==> config.mk <==
export PLATFORM = sky130hd
export DESIGN_NAME = lsu_stage_flat
export DESIGN_NICKNAME = d
export VERILOG_FILES = /design/src/rtl/lsu_stage_if.sv /design/src/rtl/lsu_stage.sv /design/src/flat_wrapper.sv
export SDC_FILE = /design/constraint.sdc
export NUM_CORES = 1
export LEC_CHECK = 0
export CORE_ASPECT_RATIO = 2
export CORE_MARGIN = 2
export CORE_UTILIZATION = 46
export DETAILED_ROUTE_END_ITERATION = 10
export GPL_TIMING_DRIVEN = 0
export PLACE_DENSITY = 0.81
export SLEW_MARGIN = 25
export SYNTH_ARGS = -nofsm -noshare
export SYNTH_HDL_FRONTEND = slang
export SYNTH_SLANG_ARGS = --single-unit
==> constraint.sdc <==
create_clock -name clk -period 2.9 [get_ports clk]
set_input_delay 0.58 -clock clk [delete_from_list [all_inputs] [get_ports clk]]
set_output_delay 0.58 -clock clk [all_outputs]
set_load 0.02 [all_outputs]
==> src/rtl/lsu_stage_if.sv <==
// Bundles the EX-side handshake, the data-memory port and the writeback outputs of lsu_stage.
// The slave modport is the stage's view; master is the surrounding pipeline/memory.
interface lsu_stage_if;
    logic        ex_valid;
    logic        ex_ready;
    logic [6:0]  ex_opcode;
    logic [2:0]  ex_funct3;
    logic [31:0] ex_alu_result;
    logic [31:0] ex_rd2;
    logic [4:0]  ex_rd;

    logic        mem_req;
    logic        mem_we;
    logic [31:0] mem_addr;
    logic [3:0]  mem_be;
    logic [31:0] mem_wdata;
    logic        mem_ack;
    logic [31:0] mem_rdata;

    logic        wb_valid;
    logic        wb_regwrite;
    logic [4:0]  wb_rd;
    logic [31:0] wb_data;
    logic [1:0]  wb_exc;

    modport slave (
        input  ex_valid, ex_opcode, ex_funct3, ex_alu_result, ex_rd2, ex_rd,
        input  mem_ack, mem_rdata,
        output ex_ready,
        output mem_req, mem_we, mem_addr, mem_be, mem_wdata,
        output wb_valid, wb_regwrite, wb_rd, wb_data, wb_exc
    );

    modport master (
        output ex_valid, ex_opcode, ex_funct3, ex_alu_result, ex_rd2, ex_rd,
        output mem_ack, mem_rdata,
        input  ex_ready,
        input  mem_req, mem_we, mem_addr, mem_be, mem_wdata,
        input  wb_valid, wb_regwrite, wb_rd, wb_data, wb_exc
    );
endinterface

==> src/rtl/lsu_stage.sv <==
// Load/store stage: one EX op per handshake, req/ack memory access with lane steering,
// load extension, misalignment/illegal-size/timeout reporting, one-cycle writeback pulse.
module lsu_stage #(
    parameter int unsigned ACK_TIMEOUT = 255
) (
    input  logic        clk,
    input  logic        rst_n,
    lsu_stage_if.slave  bus
);
    localparam logic [0:0]  S_IDLE        = 1'b0;
    localparam logic [0:0]  S_REQ         = 1'b1;
    localparam logic [6:0]  OP_LOAD       = 7'b0000011;
    localparam logic [6:0]  OP_STORE      = 7'b0100011;
    localparam logic [16:0] TIMEOUT_LIMIT = 17'(ACK_TIMEOUT);

    logic [0:0]  state_reg;
    logic [15:0] cnt_reg;
    logic [31:0] addr_reg;
    logic [31:0] wdata_reg;
    logic [3:0]  be_reg;
    logic        we_reg;
    logic [1:0]  off_reg;
    logic [2:0]  funct3_reg;
    logic [4:0]  rd_reg;

    logic        wb_valid_reg;
    logic        wb_regwrite_reg;
    logic [4:0]  wb_rd_reg;
    logic [31:0] wb_data_reg;
    logic [1:0]  wb_exc_reg;

    logic        is_load;
    logic        is_store;
    logic        is_mem;
    logic        accept;
    logic        legal_f3;
    logic        misaligned;
    logic [3:0]  be_next;
    logic [3:0][7:0] wdata_lanes;
    logic [31:0] wdata_next;
    logic [31:0] rdata_shifted;
    logic [31:0] load_data;
    logic        timed_out;
    logic [15:0] cnt_next;

    assign is_load  = (bus.ex_opcode == OP_LOAD);
    assign is_store = (bus.ex_opcode == OP_STORE);
    assign is_mem   = is_load | is_store;
    assign accept   = bus.ex_valid && (state_reg == S_IDLE);

    // Unsigned byte/half sizes exist only for loads.
    always_comb begin
        legal_f3 = 1'b0;
        case (bus.ex_funct3)
            3'b000, 3'b001, 3'b010: legal_f3 = 1'b1;
            3'b100, 3'b101:         legal_f3 = is_load;
            default:                legal_f3 = 1'b0;
        endcase
    end

    assign misaligned = ((bus.ex_funct3[1:0] == 2'b01) && bus.ex_alu_result[0]) ||
                        ((bus.ex_funct3[1:0] == 2'b10) && (bus.ex_alu_result[1:0] != 2'b00));

    always_comb begin
        be_next = 4'b1111;
        case (bus.ex_funct3[1:0])
            2'b00:   be_next = 4'b0001 << bus.ex_alu_result[1:0];
            2'b01:   be_next = bus.ex_alu_result[1] ? 4'b1100 : 4'b0011;
            default: be_next = 4'b1111;
        endcase
    end

    // Store data is replicated across lanes so the byte enables alone pick the target bytes.
    genvar gi;
    generate
        for (gi = 0; gi < 4; gi++) begin : g_lane
            assign wdata_lanes[gi] =
                (bus.ex_funct3[1:0] == 2'b00) ? bus.ex_rd2[7:0] :
                (bus.ex_funct3[1:0] == 2'b01) ? bus.ex_rd2[8*(gi%2) +: 8] :
                                                bus.ex_rd2[8*gi +: 8];
        end
    endgenerate
    assign wdata_next = wdata_lanes;

    assign rdata_shifted = bus.mem_rdata >> {off_reg, 3'b000};

    always_comb begin
        load_data = bus.mem_rdata;
        case (funct3_reg)
            3'b000:  load_data = {{24{rdata_shifted[7]}}, rdata_shifted[7:0]};
            3'b001:  load_data = {{16{rdata_shifted[15]}}, rdata_shifted[15:0]};
            3'b100:  load_data = {24'h0, rdata_shifted[7:0]};
            3'b101:  load_data = {16'h0, rdata_shifted[15:0]};
            default: load_data = bus.mem_rdata;
        endcase
    end

    // Abort on the ACK_TIMEOUT-th unacknowledged REQ cycle.
    assign timed_out = ({1'b0, cnt_reg} + 17'd1) >= TIMEOUT_LIMIT;
    assign cnt_next  = (cnt_reg == 16'hFFFF) ? cnt_reg : cnt_reg + 16'd1;

    always_ff @(posedge clk or negedge rst_n) begin
        if (!rst_n) begin
            state_reg       <= S_IDLE;
            cnt_reg         <= 16'd0;
            addr_reg        <= 32'd0;
            wdata_reg       <= 32'd0;
            be_reg          <= 4'd0;
            we_reg          <= 1'b0;
            off_reg         <= 2'd0;
            funct3_reg      <= 3'd0;
            rd_reg          <= 5'd0;
            wb_valid_reg    <= 1'b0;
            wb_regwrite_reg <= 1'b0;
            wb_rd_reg       <= 5'd0;
            wb_data_reg     <= 32'd0;
            wb_exc_reg      <= 2'b00;
        end else begin
            wb_valid_reg <= 1'b0;
            case (state_reg)
                S_IDLE: begin
                    if (accept) begin
                        if (!is_mem) begin
                            wb_valid_reg    <= 1'b1;
                            wb_regwrite_reg <= 1'b1;
                            wb_rd_reg       <= bus.ex_rd;
                            wb_data_reg     <= bus.ex_alu_result;
                            wb_exc_reg      <= 2'b00;
                        end else if (!legal_f3) begin
                            wb_valid_reg    <= 1'b1;
                            wb_regwrite_reg <= 1'b0;
                            wb_rd_reg       <= bus.ex_rd;
                            wb_data_reg     <= 32'd0;
                            wb_exc_reg      <= 2'b11;
                        end else if (misaligned) begin
                            wb_valid_reg    <= 1'b1;
                            wb_regwrite_reg <= 1'b0;
                            wb_rd_reg       <= bus.ex_rd;
                            wb_data_reg     <= bus.ex_alu_result;
                            wb_exc_reg      <= 2'b01;
                        end else begin
                            state_reg  <= S_REQ;
                            cnt_reg    <= 16'd0;
                            addr_reg   <= {bus.ex_alu_result[31:2], 2'b00};
                            off_reg    <= bus.ex_alu_result[1:0];
                            be_reg     <= be_next;
                            wdata_reg  <= is_store ? wdata_next : 32'd0;
                            we_reg     <= is_store;
                            funct3_reg <= bus.ex_funct3;
                            rd_reg     <= bus.ex_rd;
                        end
                    end
                end
                default: begin
                    if (bus.mem_ack) begin
                        state_reg       <= S_IDLE;
                        wb_valid_reg    <= 1'b1;
                        wb_regwrite_reg <= !we_reg;
                        wb_rd_reg       <= rd_reg;
                        wb_data_reg     <= we_reg ? 32'd0 : load_data;
                        wb_exc_reg      <= 2'b00;
                    end else if (timed_out) begin
                        state_reg       <= S_IDLE;
                        wb_valid_reg    <= 1'b1;
                        wb_regwrite_reg <= 1'b0;
                        wb_rd_reg       <= rd_reg;
                        wb_data_reg     <= 32'd0;
                        wb_exc_reg      <= 2'b10;
                    end else begin
                        cnt_reg <= cnt_next;
                    end
                end
            endcase
        end
    end

    assign bus.ex_ready    = (state_reg == S_IDLE);
    assign bus.mem_req     = (state_reg == S_REQ);
    assign bus.mem_we      = we_reg;
    assign bus.mem_addr    = addr_reg;
    assign bus.mem_be      = be_reg;
    assign bus.mem_wdata   = wdata_reg;
    assign bus.wb_valid    = wb_valid_reg;
    assign bus.wb_regwrite = wb_regwrite_reg;
    assign bus.wb_rd       = wb_rd_reg;
    assign bus.wb_data     = wb_data_reg;
    assign bus.wb_exc      = wb_exc_reg;
endmodule

==> src/flat_wrapper.sv <==
// flat-port wrapper written by rule: the top's interface ports become plain ports
module lsu_stage_flat 
#(
    parameter int unsigned ACK_TIMEOUT = 255
)
  (clk, rst_n, bus_ex_valid, bus_ex_opcode, bus_ex_funct3, bus_ex_alu_result, bus_ex_rd2, bus_ex_rd, bus_mem_ack, bus_mem_rdata, bus_ex_ready, bus_mem_req, bus_mem_we, bus_mem_addr, bus_mem_be, bus_mem_wdata, bus_wb_valid, bus_wb_regwrite, bus_wb_rd, bus_wb_data, bus_wb_exc);
  lsu_stage_if bus_i ();
  input  logic clk;
  input  logic rst_n;
  input wire logic [$bits(bus_i.ex_valid)-1:0] bus_ex_valid;
  input wire logic [$bits(bus_i.ex_opcode)-1:0] bus_ex_opcode;
  input wire logic [$bits(bus_i.ex_funct3)-1:0] bus_ex_funct3;
  input wire logic [$bits(bus_i.ex_alu_result)-1:0] bus_ex_alu_result;
  input wire logic [$bits(bus_i.ex_rd2)-1:0] bus_ex_rd2;
  input wire logic [$bits(bus_i.ex_rd)-1:0] bus_ex_rd;
  input wire logic [$bits(bus_i.mem_ack)-1:0] bus_mem_ack;
  input wire logic [$bits(bus_i.mem_rdata)-1:0] bus_mem_rdata;
  output wire logic [$bits(bus_i.ex_ready)-1:0] bus_ex_ready;
  output wire logic [$bits(bus_i.mem_req)-1:0] bus_mem_req;
  output wire logic [$bits(bus_i.mem_we)-1:0] bus_mem_we;
  output wire logic [$bits(bus_i.mem_addr)-1:0] bus_mem_addr;
  output wire logic [$bits(bus_i.mem_be)-1:0] bus_mem_be;
  output wire logic [$bits(bus_i.mem_wdata)-1:0] bus_mem_wdata;
  output wire logic [$bits(bus_i.wb_valid)-1:0] bus_wb_valid;
  output wire logic [$bits(bus_i.wb_regwrite)-1:0] bus_wb_regwrite;
  output wire logic [$bits(bus_i.wb_rd)-1:0] bus_wb_rd;
  output wire logic [$bits(bus_i.wb_data)-1:0] bus_wb_data;
  output wire logic [$bits(bus_i.wb_exc)-1:0] bus_wb_exc;
  assign bus_i.ex_valid = bus_ex_valid;
  assign bus_i.ex_opcode = bus_ex_opcode;
  assign bus_i.ex_funct3 = bus_ex_funct3;
  assign bus_i.ex_alu_result = bus_ex_alu_result;
  assign bus_i.ex_rd2 = bus_ex_rd2;
  assign bus_i.ex_rd = bus_ex_rd;
  assign bus_i.mem_ack = bus_mem_ack;
  assign bus_i.mem_rdata = bus_mem_rdata;
  assign bus_ex_ready = bus_i.ex_ready;
  assign bus_mem_req = bus_i.mem_req;
  assign bus_mem_we = bus_i.mem_we;
  assign bus_mem_addr = bus_i.mem_addr;
  assign bus_mem_be = bus_i.mem_be;
  assign bus_mem_wdata = bus_i.mem_wdata;
  assign bus_wb_valid = bus_i.wb_valid;
  assign bus_wb_regwrite = bus_i.wb_regwrite;
  assign bus_wb_rd = bus_i.wb_rd;
  assign bus_wb_data = bus_i.wb_data;
  assign bus_wb_exc = bus_i.wb_exc;
  lsu_stage #(.ACK_TIMEOUT(ACK_TIMEOUT)) u_core (.clk(clk), .rst_n(rst_n), .bus(bus_i));
endmodule
Yosys cells after proc, flatten, opt, wreduce, memory -nomap -nowiden

Index checks and enable logic that the tools add are counted.

Flip-flop bits (word level): 135
Input bits: 115
Output and inout port bits: 112
Word-level logic and storage cells: 118

Add/subtract/negate cells: 2
Order comparisons: 1
Equality and inequality tests: 18
Shift operators: 2
Muxes and demuxes: 61
Bitwise gates (word level): 3
Reductions and logical operators: 17

Operators with widths:

| cell                                                 | number |
|---|---|
| 2-to-1 mux 32 bit                                    | 9 |
| 2-to-1 mux 16 bit                                    | 8 |
| one-hot mux 32 bit (4 select lines)                  | 1 |
| 2-to-1 mux 8 bit                                     | 5 |
| 2-to-1 mux 5 bit                                     | 7 |
| right shift 32 x 5 -> 16 bit                         | 1 |
| 2-to-1 mux 1 bit                                     | 21 |
| adder 16 x 1 -> 17 bit, second input constant        | 1 |
| >= comparator 17 x 8 -> 1 bit, second input constant | 1 |
| adder 16 x 1 -> 16 bit, second input constant        | 1 |
| equality test 16 bit, second input constant          | 1 |
| 2-to-1 mux 2 bit                                     | 7 |
| equality test 3 bit, second input constant           | 4 |
| one-hot mux 4 bit (2 select lines)                   | 1 |
| nonzero test 2 bit                                   | 4 |
| equality test 7 x 2 -> 1 bit, second input constant  | 1 |
| equality test 7 x 6 -> 1 bit, second input constant  | 1 |
| AND reduction 7 bit                                  | 1 |
| equality test 3 x 1 -> 1 bit, second input constant  | 2 |
| zero test 3 bit                                      | 2 |
| != test 2 bit, second input constant                 | 3 |
| AND reduction 5 bit                                  | 1 |
| 2-to-1 mux 4 bit                                     | 1 |
| != test 4 x 3 -> 1 bit, second input constant        | 1 |
| 16 further kinds                                     | 19 |

Depth between registers and ports, before layout

Gate-level depths: netlist (run 1).

Depth after elaboration: 8
Depth in mapped cells: 11
Depth with buffers taken out: 9

Worst setup path after synthesis (run 1)

OpenSTA, ideal clock, no wires.

Path type: flip-flop to flip-flop
Start point: register u_core.cnt_reg[0]
End point: register u_core.cnt_reg[7]
Arrival time: 2.347 ns
Required time: 2.782 ns
Slack: 0.435 ns
Cell stages (with the launch flop): 10
Path buffers: 1
Period minus slack after synthesis: 2.465 ns
Cells stage by stage: dfrtp_1 > ha_1 > nand3_2 > nor3_2 > or4_2 > nand2_1 > and4_1 > buf_6 > mux2_4 > a21o_1

Longest elaborated chain between the ends: 5
Elaborated cells between the ends (all ways): 11

RTL lines:

| element                                                                        | RTL line         | text |
|---|---|---|
| start, declared                                                                | lsu_stage.sv:17  | `logic [15:0] cnt_reg;` |
| start signal, assigned                                                         | lsu_stage.sv:170 | `cnt_reg <= cnt_next;` |
| parallel branches: the longest is 5 deep, another holds adder 16 x 1 -> 17 bit | n/a              |  |

Parallel ways; which one is timed is not known. The select of a mux whose other input is x is not followed.
A chain may end at the register's enable or synchronous reset.

Final worst setup path (run 1)

Start point: register u_core.off_reg[1]
End point: register u_core.wb_data_reg[26], in the netlist u_core.bus.wb_data[26]

Longest elaborated chain between the ends: 5

RTL lines:

| element                             | RTL line         | text |
|---|---|---|
| start, declared                     | lsu_stage.sv:22  | `logic [1:0] off_reg;` |
| start signal, assigned              | lsu_stage.sv:145 | `off_reg <= bus.ex_alu_result[1:0];` |
| right shift 32 x 5 -> 16 bit        | lsu_stage.sv:85  | `assign rdata_shifted = bus.mem_rdata >> {off_reg, 3'b000};` |
| one-hot mux 32 bit (4 select lines) | lsu_stage.sv:89  | `case (funct3_reg)` |
| 2-to-1 mux 32 bit                   | lsu_stage.sv:160 | `wb_data_reg <= we_reg ? 32'd0 : load_data;` |
| 2-to-1 mux 32 bit                   | lsu_stage.sv:155 | `if (bus.mem_ack) begin` |
| 2-to-1 mux 32 bit                   | lsu_stage.sv:120 | `case (state_reg)` |
| end signal, assigned                | lsu_stage.sv:127 | `wb_data_reg <= bus.ex_alu_result;` |
| end signal, assigned                | lsu_stage.sv:139 | `wb_data_reg <= bus.ex_alu_result;` |
| end signal, assigned                | lsu_stage.sv:160 |  |
| end, declared                       | lsu_stage.sv:29  | `logic [31:0] wb_data_reg;` |

Every way passes these cells.

==> summary.txt, run 1 <==
Status -> finished, final reports clean
Placer Congestion -> 0.985
EDFF count, synth -> 0
CP Data Arrival Time -> 3160 ps
Largest net degree at the start of global routing -> 85
Wire per inst -> 20.1 um
Input/output buffers -> 222
Detailed Route WL -> 24300 um
Iter 0 DRT Violations -> 518
Clock sinks -> 135
Max-slew violation count -> 0
Worst IR Drop VDD -> 438 uV
# hold bufs at CTS -> 0
Worst Setup Start Kind -> flip-flop
Initial Utilization -> 47.1%
Yosys warns -> 0
Crit path time final -> 2810 ps
Die outline area -> 15700 sq um
Final period util -> 96.9%
CTS tree -> yes
Worst slack, placed -> -547 ps
# setup viols final -> 0
Synth-to-Final Area Change -> 47.2%
Seq/Total Area, Yosys -> 50.0%
#FFs+latches synth -> 135
Die Span X -> 89.7 um
Vias after detailed routing -> 6817
Slew @ Worst Pin -> 908 ps
Final net count -> 1119
Pwr dens -> 518 nW/um^2
Share of synthesized registers carrying an async set or reset -> 100%
Worst EP required -> 3250 ps
Core area -> 14400 sq um
Cell Rows -> 62
Leak pwr -> 0.00436 uW
Mapped Avg Cell Area -> 8.96 sq um
Post-DR vias/cell -> 5.65
Die Ht -> 175 um
Total iterations of the first detailed-routing run -> 7
Placed Area -> 9260 sq um
Initial antenna violation count -> 1
Worst relative slew slack -> 39.2%
H-tree depth -> 4
Post-synth top flop -> dfrtp_1
CP Capture Type -> flip-flop
Total track usage -> 30.9%
Setup slack after layout -> 89.4 ps
Post-route DRC -> 0
Total CTS buffers -> 17
Distinct cells, synth -> 57
Netlist Area Pre-Place -> 6760 sq um
I/O pins -> 227
DP Wirelength -> 18500 um
CP Class -> reg2reg
Root buf cell -> clkbuf_16
CP Max Fanout -> 10
Post-Synthesis Cells -> 755
Final Cell Area -> 9950 sq um
Clock Pin Slew Worst Setup and Hold Paths -> 60 ps
Worst hold path type -> in2async
Filler cell count in the final layout -> 1139
Clk_skew -> 9.16 ps
Vias in the first global route -> 7021
Clock buffer depth -> 2
First-pass GRT wire length -> 37800 um
Worst hold slack -> 52.0 ps
Fmax -> 0.356 GHz
Fin. Hold Viols -> 0
Worst skew pair latency -> 430 ps
Maxcap violations -> 0
Total grt overflow -> 0
Antenna viol nets, final -> 0
Fraction of layout cells with a size suffix above 1 -> 8.48%
-- metrics by stage --
step,utilization (%),instances,setup TNS [ps],total power [uW]
6_report,69.4,1207,0,5160
3_5_place_dp,64.5,1171,-44540,2950
2_1_floorplan,-,756,0,2450
4_1_cts,68.7,1202,0,5170
5_1_grt,69.4,1207,-8.91,5320
3_3_place_gp,64.3,1170,-605710,2940
-- timing repair --
action                                  4_1_cts  5_1_grt
setup buffers                                 0        4
endpoints found under the setup margin       31      110
gates resized for setup                       3       24
pin swaps                                     0        2
-- worst max-delay path, stage by stage, from the launching register on --
cell and delay (ps):
dfrtp_1 360, buf_2 160, nor2b_1 110, clkbuf_1 300, a2bb2oi_1 160, o21ai_0 230, a21oi_1 110, nor2_1 550
clkbuf_1 440, a22oi_1 130, a21oi_1 180
-- synthesized netlist by cell type (4+ instances only) --
master	number	share of area, %
o221ai_1	6	0.78
nand2_1	156	8.7
buf_2	8	0.59
o221a_2	4	0.67
a21oi_1	68	5.0
nand2b_1	20	1.9
buf_1	5	0.28
and3_1	5	0.46
nor4_1	6	0.56
o21ai_0	44	3.3
a31oi_1	14	1.3
or3_1	10	0.93
clkbuf_1	39	2.2
a22oi_1	17	1.9
a22o_1	9	1.2
a221oi_1	8	1.0
a211oi_1	4	0.44
inv_1	15	0.83
and2_1	7	0.65
nor3_1	4	0.30
mux2i_1	37	5.5
nand3_1	7	0.52
nor2_1	74	4.1
nand4_1	7	0.65
dfrtp_1	135	50
-- power by group --
group	internal, uW	switching, uW	total (uW)
sequential	1990	64.9	2050
combinational	420	465	885
clock	1370	853	2220
total	3780	1380	5160
-- placed cells by master (no fill, tap or decap), drive strengths merged, types with 5 or more instances in the layout --
| master | Yosys | final |
|---|---|---|
| a22o | 9 | 9 |
| inv | 15 | 16 |
| a31oi | 14 | 14 |
| nor3 | 7 | 7 |
| buf | 18 | 23 |
| nand3 | 8 | 8 |
| o221a | 5 | 5 |
| a221oi | 8 | 8 |
| a21oi | 68 | 68 |
| and3 | 6 | 6 |
| a211oi | 5 | 5 |
| o221ai | 6 | 6 |
| nand4 | 8 | 8 |
| clkbuf | 39 | 59 |
| nand2b | 20 | 20 |
| nand2 | 156 | 156 |
| clkdlybuf4s50 | 0 | 221 |
| o21ai | 44 | 44 |
| nor2 | 74 | 74 |
| nor4 | 6 | 6 |
| a22oi | 17 | 17 |
| and2 | 7 | 7 |
| mux2i | 37 | 37 |
| dfrtp | 135 | 135 |
| or3 | 11 | 11 |
-- cell type report --
type / instances / area, sq um / share of cell area, %
inverters: 15 / 56.3 / 0.566
multi-input cells: 549 / 3130 / 31.5
clock inverters: 12 / 153 / 1.53
diodes: 1 / 2.50 / 0.0251
flip-flops and latches: 135 / 3380 / 34.0
repair buffers: 227 / 2280 / 23.0
clock buffers: 19 / 443 / 4.45
plain buffers: 57 / 263 / 2.64
well taps: 192 / 240 / 2.41
-- path summary, 6_finish.rpt --
path                                               startpoint                                 end  slack [ps]  cells past startpoint
max                             u_core.off_reg[1]$_DFFE_PN0P_  u_core.bus.wb_data[26]$_DFFE_PN0P_          90                     10
min                                                     rst_n      u_core.cnt_reg[13]$_DFFE_PN0P_          50                      1
max reg2reg                     u_core.off_reg[1]$_DFFE_PN0P_  u_core.bus.wb_data[26]$_DFFE_PN0P_          90                     10
min reg2reg                u_core.bus.mem_addr[7]$_DFFE_PN0P_  u_core.bus.mem_addr[7]$_DFFE_PN0P_         470                      2
max in group asynchronous                               rst_n  u_core.bus.mem_addr[5]$_DFFE_PN0P_        2110                      2
min in group clk           u_core.bus.mem_addr[7]$_DFFE_PN0P_  u_core.bus.mem_addr[7]$_DFFE_PN0P_         470                      2
-- kinds of logic (layout without fill, tap and decap cells) --
group | Yosys count | in the layout | synth area share, %
fa+ha+maj | 2 | 2 | 0.370
mux | 42 | 42 | 6.53
xor+xnor | 4 | 4 | 0.518
buf+inv | 72 | 330 | 4.53
other cells | 1 | 3 | 0.0555
flops | 135 | 135 | 50.0
simple gates | 309 | 309 | 20.4
compound gates | 190 | 190 | 17.6
-- layer usage --
layer  GRT usage (%)  wire [um]
met1            30.8       8050
met2            58.4      13500
met3            6.26       1330
met4            18.2       1400
met5               0          0
(Power assumes the default switching activity.)
==> inputs of run 2 (changes only) <==
--- a/config.mk
+++ b/config.mk
@@ -8,8 +8,8 @@
 export CORE_ASPECT_RATIO = 2
 export CORE_MARGIN = 2
-export CORE_UTILIZATION = 46
+export CORE_UTILIZATION = 40
 export DETAILED_ROUTE_END_ITERATION = 10
 export GPL_TIMING_DRIVEN = 0
-export PLACE_DENSITY = 0.81
+export PLACE_DENSITY = 0.72
 export SLEW_MARGIN = 25
 export SYNTH_ARGS = -nofsm -noshare
==> constraint.sdc (replaced) <==
create_clock -name clk -period 2.8 [get_ports clk]
set_input_delay 0.56 -clock clk [delete_from_list [all_inputs] [get_ports clk]]
set_output_delay 0.56 -clock clk [all_outputs]
set_load 0.1 [all_outputs]
==> run 2 against run 1 <==
  * Fmax up 3.2%
  * Via count down 0.62%
  * Combinational power up 68%
  * First-iteration DRC count down 26%
  * Largest cell class unchanged
  * Utilization down 9.7 points
  * Die area up 14%
  * Clock power about the same
  * Critical path depth down 1
  * Critical endpoint is now u_core.cnt_reg[7]$_DFFE_PN0P_
==> summary.txt, run 2 (synthesized netlist as in run 1, its figures left out) <==
P_sw -> 2000 uW (+45%)
Clock power frac -> 37.7% (-5.3 points)
Clock sinks -> 135 (unchanged)
Fraction of layout cells with a size suffix above 1 -> 8.61% (+0.13 points)
Status -> finished, final reports clean
Worst IR Drop VDD -> 425 uV (-3.0%)
Worst hold path type -> in2async
Vias after detailed routing -> 6775 (-0.62%)
Final period util -> 97.3% (+0.35 points)
Post-route DRC -> 0 (unchanged)
CP Class -> reg2reg
Placed Area -> 9280 sq um (+0.23%)
H-tree depth -> 4 (unchanged)
Worst skew pair latency -> 420 ps (about the same)
Clock Pin Slew Worst Setup and Hold Paths -> 70 ps (about the same)
Total track usage -> 27.5% (-3.5 points)
Die outline area -> 18000 sq um (+14%)
CP Max Fanout -> 10 (unchanged)
Internal power -> 3790 uW (+0.49%)
Worst hold slack -> 79.7 ps (+27.6 ps)
Setup slack after layout -> 76.5 ps (-12.9 ps)
Commonest non-fill, non-tap cells in the layout -> 220 x clkdlybuf4s50_1, 156 x nand2_1, 132 x dfrtp_1
Input/output buffers -> 222 (unchanged)
Slew @ Worst Pin -> 1070 ps (+165 ps)
Total grt overflow -> 0 (unchanged)
Clk_skew -> 13.6 ps (+4.39 ps)
Sequential power share -> 36.6% (-3.2 points)
Initial Utilization -> 40.5% (-6.6 points)
# setup viols final -> 0 (unchanged)
Total iterations of the first detailed-routing run -> 5 (-2)
Worst relative slew slack -> 28.2% (-11 points)
Fmax -> 0.367 GHz (+3.2%)
Root buf cell -> clkbuf_16
Antenna viol nets, final -> 0 (unchanged)
Detailed Route WL -> 24400 um (+0.52%)
Wire per inst -> 20.0 um (-0.39%)
CP Data Arrival Time -> 3030 ps (-130 ps)
Switch share -> 34.6% (+7.8 points)
Iter 0 DRT Violations -> 381 (-26%)
Fin. Hold Viols -> 0 (unchanged)
Worst EP required -> 3100 ps (-150 ps)
Worst slack, placed -> -688 ps (-141 ps)
Die Ht -> 188 um (+7.1%)
Final Cell Area -> 9950 sq um (about the same)
First-pass GRT wire length -> 37300 um (-1.3%)
DP Wirelength -> 18600 um (+0.49%)
Vias in the first global route -> 6874 (-2.1%)
Maxcap violations -> 0 (unchanged)
Core area -> 16700 sq um (+16%)
Crit path time final -> 2720 ps (-87.1 ps)
Largest net degree at the start of global routing -> 70 (-18%)
Final net count -> 1116 (-0.27%)
Leak pwr -> 0.00435 uW (-0.21%)
CTS tree -> yes
Synth-to-Final Area Change -> 47.2% (about the same)
Cell Rows -> 67 (+8.1%)
Post-DR vias/cell -> 5.56 (-1.5%)
Worst Setup Start Kind -> flip-flop
Total CTS buffers -> 17 (unchanged)
CP Capture Type -> flip-flop
# hold bufs at CTS -> 0 (unchanged)
Max-slew violation count -> 0 (unchanged)
Placer Congestion -> 0.951 (-3.5%)
I/O pins -> 227 (unchanged)
Die Span X -> 95.9 um (+6.9%)
Initial antenna violation count -> 1 (unchanged)
Commonest non-fill, non-tap cell in the layout -> clkdlybuf4s50_1
Comb power frac -> 25.7% (+8.5 points)
Clock buffer depth -> 2 (unchanged)
Pwr dens -> 583 nW/um^2 (+12%)
==> run 2: cell type report <==
cell class | instances | area (sq um)
antenna | 1 | 2.50
sequential | 135 | 3380
timing repair buffer | 224 | 2260
tap | 207 | 259
buffer | 57 | 273
clock buffer | 19 | 433
multi-input combinational | 549 | 3150
clock inverter | 11 | 128
inverter | 15 | 56.3
fill | 1500 | 6730
==> run 2: metal layers <==
layer / up-vias / track usage, % / part of all wire [%]
met3: 88 / 5.18 / 5.9
met4: 0 / 15.5 / 5.9
li1: 3114 / - / -
met2: 296 / 49.7 / 54
met5: - / 0 / 0
met1: 3277 / 28.4 / 34
==> run 2: power by group through the flow <==
stage	clock network [uW]	logic, uW	registers [uW]
CTS	2210	1490	2120
global placement	0	1470	2150
floorplan	0	284	2820
global route	2300	1560	2140
finish	2190	1490	2120
detailed placement	0	1480	2160
==> run 2: worst max-delay path: stages, from the launching register on <==
cell and delay (ps):
dfrtp_2 460, ha_2 260, nand3_4 160, nor4_2 70, a211o_1 360, a211oi_4 410
and4_1 260, buf_6 160, mux2_4 300, a21o_1 170
==> run 2: worst paths after layout <==
kind                                                startpoint                                   to  slack [ps]  depth (start not counted)
max                              u_core.cnt_reg[0]$_DFFE_PN0P_        u_core.cnt_reg[7]$_DFFE_PN0P_          80                          9
min                                                      rst_n  u_core.bus.mem_addr[25]$_DFFE_PN0P_          80                          1
max reg2reg                      u_core.cnt_reg[0]$_DFFE_PN0P_        u_core.cnt_reg[7]$_DFFE_PN0P_          80                          9
min reg2reg                u_core.bus.mem_addr[23]$_DFFE_PN0P_  u_core.bus.mem_addr[23]$_DFFE_PN0P_         470                          2
max in group asynchronous                                rst_n         u_core.bus.mem_req$_DFF_PN0_        1950                          2
min in group clk           u_core.bus.mem_addr[23]$_DFFE_PN0P_  u_core.bus.mem_addr[23]$_DFFE_PN0P_         470                          2
==> run 2: timing repair <==
item	4_1_cts	5_1_grt
endpoints found under the setup margin	108	113
pin swaps	1	3
gates resized for setup	15	23
hold endpoints to repair	0	0
setup buffers	1	0
==> run 2: stage by stage <==
step                      power (uW)  utilization [%]  instances  setup TNS (ps)
after detailed placement        3640             55.6       1186          -61570
after floorplan                 3110                -        756               0
after global routing            5990             59.6       1218            -393
after CTS                       5820             59.3       1217               0
after global placement          3620             55.4       1185         -641330
final                           5800             59.6       1218               0
